$ cat src/rtl/sm_pkg.sv
// Shared types and Q4.11 format constants for the argmax scorer.
// Holds the FSM state enum and a helper for the class-index width.
package sm_pkg;

   typedef enum logic [1:0] {
      S_IDLE = 2'd0,
      S_SCAN = 2'd1,
      S_DONE = 2'd2
   } state_e;

   // Q4.11 sign-magnitude: 1 sign, 4 integer, 11 fraction bits.
   localparam int Q_BITS    = 16;
   localparam int SIGN_BIT  = Q_BITS - 1;
   localparam int FRAC_BITS = 11;
   localparam int INT_BITS  = Q_BITS - 1 - FRAC_BITS;

   // Index width: max(1, clog2(n)).
   function automatic int cls_w(input int n);
      return (n > 2) ? $clog2(n) : 1;
   endfunction

endpackage

$ cat src/rtl/sm_compare.sv
// Sign-magnitude strict greater-than: gt_o = (a_i > b_i).
// Ports: a_i, b_i scores (MSB = sign); gt_o result.
module sm_compare #(
   parameter int BITSIZE = 16
) (
   input  logic [BITSIZE-1:0] a_i,
   input  logic [BITSIZE-1:0] b_i,
   output logic               gt_o
);

   logic [BITSIZE-2:0] mag_a;
   logic [BITSIZE-2:0] mag_b;
   logic               neg_a;
   logic               neg_b;

   assign mag_a = a_i[BITSIZE-2:0];
   assign mag_b = b_i[BITSIZE-2:0];

   // -0 is folded onto +0 so both zeros compare equal.
   assign neg_a = a_i[BITSIZE-1] & (|mag_a);
   assign neg_b = b_i[BITSIZE-1] & (|mag_b);

   always_comb begin
      gt_o = 1'b0;
      unique case (1'b1)
         (!neg_a &&  neg_b): gt_o = 1'b1;
         ( neg_a && !neg_b): gt_o = 1'b0;
         (!neg_a && !neg_b): gt_o = (mag_a > mag_b);
         default:            gt_o = (mag_a < mag_b);
      endcase
   end

endmodule

$ cat src/rtl/sm_argmax_scorer.sv
// Sequential argmax over NUM_CLASS sign-magnitude scores with
// accuracy counters. Ports: clk, reset (sync, high); in_valid/
// in_ready, scores, label (input side); out_valid/out_ready,
// pred_class, best_score, match (result side); clear, total_cnt,
// correct_cnt (counters).
module sm_argmax_scorer
   import sm_pkg::*;
#(
   parameter  int BITSIZE   = 16,
   parameter  int NUM_CLASS = 2,
   parameter  int CNT_W     = 16,
   localparam int CLS_W     = cls_w(NUM_CLASS)
) (
   input  logic                         clk,
   input  logic                         reset,
   input  logic                         in_valid,
   output logic                         in_ready,
   input  logic [BITSIZE*NUM_CLASS-1:0] scores,
   input  logic [CLS_W-1:0]             label,
   output logic                         out_valid,
   input  logic                         out_ready,
   output logic [CLS_W-1:0]             pred_class,
   output logic [BITSIZE-1:0]           best_score,
   output logic                         match,
   input  logic                         clear,
   output logic [CNT_W-1:0]             total_cnt,
   output logic [CNT_W-1:0]             correct_cnt
);

   localparam int VEC_W = BITSIZE * NUM_CLASS;
   localparam int TOP   = BITSIZE * (NUM_CLASS - 1);

   localparam logic [CLS_W-1:0] LAST_IDX =
      CLS_W'(NUM_CLASS - 1);
   localparam logic [CLS_W:0]   NC =
      (CLS_W + 1)'(NUM_CLASS);

   state_e             state_q;
   state_e             state_d;
   logic [VEC_W-1:0]   scores_q;
   logic [CLS_W-1:0]   label_q;
   logic [CLS_W-1:0]   idx_q;
   logic [CLS_W-1:0]   idx_d;
   logic [CLS_W-1:0]   pred_q;
   logic [CLS_W-1:0]   pred_d;
   logic [BITSIZE-1:0] best_q;
   logic [BITSIZE-1:0] best_d;
   logic [BITSIZE-1:0] cand;
   logic [CNT_W-1:0]   total_q;
   logic [CNT_W-1:0]   total_d;
   logic [CNT_W-1:0]   correct_q;
   logic [CNT_W-1:0]   correct_d;
   logic               gt;
   logic               cap;
   logic               hs;

   // Class k sits at bit offset BITSIZE*(NUM_CLASS-1-k).
   always_comb begin
      cand = scores_q[TOP +: BITSIZE];
      for (int k = 1; k < NUM_CLASS; k++) begin
         if (idx_q == CLS_W'(k)) begin
            cand = scores_q[BITSIZE*(NUM_CLASS-1-k) +: BITSIZE];
         end
      end
   end

   sm_compare #(
      .BITSIZE (BITSIZE)
   ) u_cmp (
      .a_i  (cand),
      .b_i  (best_q),
      .gt_o (gt)
   );

   always_comb begin
      state_d = state_q;
      idx_d   = idx_q;
      pred_d  = pred_q;
      best_d  = best_q;
      cap     = 1'b0;
      hs      = 1'b0;
      unique case (state_q)
         S_IDLE: begin
            if (in_valid) begin
               cap     = 1'b1;
               idx_d   = CLS_W'(1);
               pred_d  = '0;
               best_d  = scores[TOP +: BITSIZE];
               state_d = S_SCAN;
            end
         end
         S_SCAN: begin
            // Strict '>' keeps the lower index on ties.
            if (gt) begin
               best_d = cand;
               pred_d = idx_q;
            end
            if (idx_q == LAST_IDX) begin
               state_d = S_DONE;
            end else begin
               idx_d = idx_q + CLS_W'(1);
            end
         end
         S_DONE: begin
            if (out_ready) begin
               hs      = 1'b1;
               state_d = S_IDLE;
            end
         end
         default: state_d = S_IDLE;
      endcase
   end

   assign in_ready   = (state_q == S_IDLE);
   assign out_valid  = (state_q == S_DONE);
   assign pred_class = pred_q;
   assign best_score = best_q;

   // Out-of-range labels (non power-of-two NUM_CLASS) never match.
   assign match = (pred_q == label_q) && ({1'b0, label_q} < NC);

   // Clear wins over a coincident handshake; both saturate.
   always_comb begin
      total_d   = total_q;
      correct_d = correct_q;
      if (clear) begin
         total_d   = '0;
         correct_d = '0;
      end else if (hs) begin
         if (!(&total_q)) begin
            total_d = total_q + CNT_W'(1);
         end
         if (match && !(&correct_q)) begin
            correct_d = correct_q + CNT_W'(1);
         end
      end
   end

   assign total_cnt   = total_q;
   assign correct_cnt = correct_q;

   always_ff @(posedge clk) begin
      if (reset) begin
         state_q   <= S_IDLE;
         idx_q     <= '0;
         pred_q    <= '0;
         best_q    <= '0;
         label_q   <= '0;
         scores_q  <= '0;
         total_q   <= '0;
         correct_q <= '0;
      end else begin
         state_q   <= state_d;
         idx_q     <= idx_d;
         pred_q    <= pred_d;
         best_q    <= best_d;
         total_q   <= total_d;
         correct_q <= correct_d;
         if (cap) begin
            scores_q <= scores;
            label_q  <= label;
         end
      end
   end

endmodule

$ cat config.mk
export PLATFORM = sky130hd
export DESIGN_NAME = sm_argmax_scorer
export DESIGN_NICKNAME = d
export VERILOG_FILES = /design/src/rtl/sm_pkg.sv /design/src/rtl/sm_compare.sv /design/src/rtl/sm_argmax_scorer.sv
export SDC_FILE = /design/constraint.sdc
export NUM_CORES = 1
export LEC_CHECK = 0
export ABC_AREA = 1
export BUFFER_PORTS_ARGS = -buffer_cell sky130_fd_sc_hd__buf_4
export CORE_MARGIN = 2
export CORE_UTILIZATION = 50
export CTS_CLUSTER_DIAMETER = 80
export DETAILED_ROUTE_END_ITERATION = 8
export PLACE_DENSITY = 0.74
export SYNTH_ARGS = -nofsm -noshare
export SYNTH_HDL_FRONTEND = slang
export SYNTH_SLANG_ARGS = --single-unit
$ cat constraint.sdc
create_clock -name clk -period 3.6 [get_ports clk]
set_clock_uncertainty 0.1 [all_clocks]
set_input_delay 0.36 -clock clk [delete_from_list [all_inputs] [get_ports clk]]
set_output_delay 0.36 -clock clk [all_outputs]
set_load 0.005 [all_outputs]
## Word-level counts from Yosys, hierarchy flattened

Index checks and enable logic that the tools add are counted.

| word-level totals | value |
|---|---|
| register bits | 85 |
| input bits | 38 |
| output and inout port bits | 52 |
| logic and storage cells | 61 |

| cells by class | value |
|---|---|
| add/subtract/negate cells | 3 |
| $lt $le $gt $ge | 2 |
| equality and inequality tests | 7 |
| multiplexer cells | 19 |
| bitwise gates (word level) | 3 |
| reduce and logical (&&, ||, !) cells | 19 |

Operators by type and width:

| operator | count |
|---|---|
| $mux W16 | 3 |
| $add A16 B1 Y16 const B | 2 |
| $pmux W16 S2 | 1 |
| $reduce_and A16 Y1 | 2 |
| $reduce_or A15 Y1 | 2 |
| $gt A15 B15 Y1 | 1 |
| $lt A15 B15 Y1 | 1 |
| $mux W1 | 8 |
| $mux W2 | 3 |
| $ne A2 B2 Y1 const B | 3 |
| $pmux W2 S3 | 1 |
| $reduce_and A2 Y1 | 3 |
| $reduce_and A3 Y1 | 2 |
| $logic_and A1 B1 Y1 | 4 |
| $pmux W1 S2 | 2 |
| $logic_not A1 Y1 | 3 |
| $pmux W1 S3 | 1 |
| $and A1 B1 Y1 | 2 |
| $eq A2 B1 Y1 const B | 1 |
| $eq A2 B2 Y1 const B | 1 |
| $logic_not A2 Y1 | 1 |
| $ne A2 B1 Y1 const B | 1 |
| $reduce_bool A2 Y1 | 1 |
| $reduce_or A2 Y1 | 1 |
| 3 further kinds | 3 |

## Depth between registers and ports, before layout

| depth | value |
|---|---|
| depth in word-level cells | 8 |
| mapped depth | 20 |
| gate-level depth less buffers | 17 |

## By module

A second synthesis with hierarchy kept.

| unflattened totals | value |
|---|---|
| cells, all modules | 736 |
| area total of the unflattened synthesis | 4,695.8 um^2 |

By module, submodules not included:

| module | instances | cells an instance | area each (um^2) | seq. area each (um^2) |
|---|---|---|---|---|
| sm_argmax_scorer | 1 | 625 | 4,122.7 | 1,701.6 |
| sm_compare | 1 | 111 | 573.0 | 0.0 |

## Least setup slack after synthesis

OpenSTA, ideal clock, no wires.

| timing | value |
|---|---|
| path type | flip-flop to flip-flop |
| start | register idx_q |
| end | register best_q[10], in the netlist best_score[10] |
| setup time | 115 ps |
| arrival time | 2,021 ps |
| required time | 3,385 ps |
| path slack | 1,364 ps |
| cell stages (with the launch flop) | 17 |
| buffers on the path | 3 |
| period minus slack after synthesis | 2,236 ps |
| cell sequence | dfxtp_1 buf_6 buf_6 nand2_1 nand2_1 ha_1 nand2_1 nor2_1 nor3b_1 nand2_1 nand2_1 nand2_1 nand2_1 nand3_4 buf_6 a21oi_1 nor2_1 |

| between the ends | value |
|---|---|
| word-level cells in the longest chain between the ends | 8 |
| elaborated cells on any way between the ends | 14 |
| those cells by class | 2 x order compare; 1 x eq/ne; 4 x mux; 1 x bitwise; 6 x reduce/logical |

Ends and longest elaborated chain:

| item | line | RTL |
|---|---|---|
| from (decl) | sm_argmax_scorer.sv:42 | `logic [CLS_W-1:0] idx_q;` |
| from (signal assigned) | sm_argmax_scorer.sv:154 | `idx_q <= idx_d;` |
| $mux W16 (*) | sm_argmax_scorer.sv:61 | `if (idx_q == CLS_W'(k)) begin` |
| parallel branches: the longest is 7 deep, another holds $lt A15 B15 Y1 | -- |  |
| to (signal assigned) | sm_argmax_scorer.sv:156 | `best_q <= best_d;` |
| to (decl) | sm_argmax_scorer.sv:46 | `logic [BITSIZE-1:0] best_q;` |

Every way passes the cells marked *. The select of a mux whose other input is x is not followed.
A chain may end at the register's enable or synchronous reset.

## Worst setup path after layout

| timing | value |
|---|---|
| start | register idx_q |
| end | register best_q[13], in the netlist best_score[13] |

Same word-level chain as after synthesis.

==> results.md <==
- CTS Sinks: 85
- Routability cong.: 0.859
- WL final: 10500 µm
- Layout overhead on the synthesized area: 20.4%
- Hpwl dp: 7890 µm
- Worst hold path depth: 2
- Starting Density: 0.513
- Comb power frac: 0.244
- Clock transition at path regs: 0.08 ns
- Largest net degree at the start of global routing: 68
- First-pass GRT wire length: 17400 µm
- Top cells by area, synth: dfxtp_1 (38%), nand2_1 (12%), nor2_1 (9.8%), o21ai_0 (6.5%), a21oi_1 (5.9%)
- Die Width: 98.6 µm
- Rel. slew slack: 0.430
- Switch share: 0.316
- Worst reg-to-reg setup slack: 0.73 ns
- PortBufs: 89
- Setup violators final: 0
- Synth cell types: 34
- Crit Path Class: flop to flop
- Final hold vios: 0
- Top delay family on crit path: simple AND/OR/NAND/NOR gates
- Num CTS Buffers: 9
- Inserted Diodes: 0
- Share of cells above drive strength 1: 0.185
- Leak Pwr: 2.48 nW
- Fin. max-slew vios: 0
- Buf+Inv Stages, Crit Path: 2
- Post-CTS sizing: 0
- Reg-to-Reg End: best_score[13]
- Critical Path Start Type: flop
- CTS max path bufs: 2
- Worst Hold Class: input port to flop
- Total core area: 8720 µm²
- Post-CTS Setup Inserts: 0
- Root Buffer: clkbuf_8
- DRC Markers: 0
- Switch Pwr: 0.741 mW
- Setup TNS: 0 ns
- Fin nets: 795
- Hold Crit Start: reset
- Crit path cell chain: buf_4 > inv_6 > nand2_1 > nand2_1 > ha_1 > nand2_1 > nor2_1 > nor3b_1 > nand2_1 > nand2_1 > nand2_1 > nand2_1 > nand3_4 > a21oi_1 > nor2_1
- Worst hold endpoint: idx_q
- Max IR drop VDD: 250 µV
- Antenna Nets Post-Route: 0
- Worst stage delay on the critical path: 0.35 ns
- Critical path arrival: 3.00 ns
- Unrepaired setup endpoints after global routing: no
- Post-Syn Area: 4480 µm²
- Initial drt markers: 185
- Critical path required time: 3.74 ns
- Most frequent cells in the layout: nand2_1 (140), nor2_1 (116), buf_4 (95)
- PwrDens: 435 nW/µm²
- Vias in the first global route: 3967
- Register area share after synthesis: 0.380
- MaxCap Viol Count: 0
- Maximum clock frequency: 349 MHz
- Die H: 98.6 µm
- Flop pwr share: 0.450
- Gr usage total: 0.215
- Vias per inst: 5.08
- Internal: 1.61 mW
- Standard-cell rows: 34
- CTS tree: done
- Worst-Skew Late Latency: 0.35 ns
- Status: finished, final reports clean
- Mapped Cells: 660
- Yosys top cell area share: 0.380
- Full die area: 9730 µm²
- Overflow after GRT: 0
- Crit path top cell by count: nand2_1
- CP Max Fanout: 34
- IO Pins: 90
- Fin crit period: 2.87 ns
- Drt pass-1 iters: 4
- Avg Cell Area, Syn: 6.78 µm²
- Commonest non-fill, non-tap cell in the layout: nand2_1
- Total number of vias: 4335
- Placed Cells: 837
- Period utilization: 0.797
- R2R cell count: 15
- Crit. End Element: flop
- Critical Path Slowest Stage Cell: nand3_4
- Cell taking the most area after synthesis: dfxtp_1
- Finished Layout Cells: 853
- Crit. Startpoint: idx_q
- Slew at the pin closest to its max-slew limit: 0.850 ns
- Post-synthesis net count: 715
- Initial antenna violation count: 0
- Synth warn: 0
- Yosys reg bits: 85
- H-tree depth: 3
- DR WL/cell: 12.3 µm
- FF-to-FF Start: idx_q
- Clk pwr share: 0.306
- Hold_buf cts: 0
[cell usage after synthesis, drive strengths merged]
cell type / count
nand2: 151
nor2: 117
dfxtp: 85
inv: 72
o21ai: 59
a21oi: 53
nand3: 37
ha: 17
buf: 13
clkbuf: 13
a31oi: 8
nor3: 8
xor2: 5
nand4: 4
nor3b: 3
nor4: 3
o21a: 3
and3: 2
clkinv: 2
a211oi: 1
a221oi: 1
a31o: 1
nand3b: 1
xnor2: 1
[final cells by class]
| cell class | instances | area, µm² |
|---|---|---|
| clock buffer | 12 | 155 |
| clock inverter | 4 | 55.1 |
| fill | 827 | 3330 |
| inverter | 74 | 283 |
| multi-input combinational | 475 | 2350 |
| sequential | 85 | 1700 |
| tap | 108 | 135 |
| timing repair buffer | 95 | 713 |
[power groups by stage]
stage               Combinational (mW)  Clock, mW  Sequential, mW
floorplan                        0.407          0            1.07
global placement                 0.545          0            1.08
detailed placement               0.568          0            1.08
CTS                              0.572      0.731            1.06
global route                     0.651      0.770            1.07
finish                           0.573      0.717            1.06
[worst reg2reg max path: cells and delay by family, from the launching register on]
kind / cells / cell delay, ns
compound gates: 1 / 0.28
fa+ha+maj: 1 / 0.30
buf+inv: 2 / 0.33
flops: 1 / 0.32
simple gates: 11 / 1.42
[metal layers]
metal  vias to the layer above  GRT usage  routed length (µm)
met5                         -          0                   0
met2                       117      0.361                4930
li1                       2283          -                   -
met3                        14     0.0390                 531
met1                      1921      0.279                4860
met4                         0     0.0738                 161
[flip-flops by register name, summed over array words and instances (netlist names)]
| register | count |
|---|---|
| best_score | 16 |
| correct_cnt | 16 |
| idx_q | 1 |
| label_q | 1 |
| pred_class | 1 |
| scores_q | 32 |
| state_q | 2 |
| total_cnt | 16 |
[stage by stage]
stage	cell area (µm²)	hold WS (ns)	setup slack (ns)	util	power [mW]
after floorplan	4480	0.329	1.36	-	1.47
after global placement	5180	0.350	0.973	0.594	1.62
after detailed placement	5180	0.356	0.752	0.594	1.65
after CTS	5390	0.106	0.739	0.618	2.36
after global routing	5390	0.113	0.485	0.618	2.49
final	5390	0.127	0.732	0.618	2.35
[kinds of logic after synthesis]
family                   share of synthesized area
AO/OA/AOI/OAI                                0.147
XOR/XNOR                                    0.0117
adder cells (fa/ha/maj)                     0.0475
buffers and inverters                       0.0964
flip-flops                                   0.380
AND/OR/NAND/NOR                              0.317
[worst max-delay path by stage]
stage	to	depth (start not counted)
2_1_floorplan	best_score[10]	16
3_3_place_gp	best_score[12]	15
3_5_place_dp	best_score[13]	15
4_1_cts	best_score[13]	15
5_1_grt	best_score[10]	15
6_report	best_score[13]	15
Note: power is estimated with default switching activity, not from simulation.
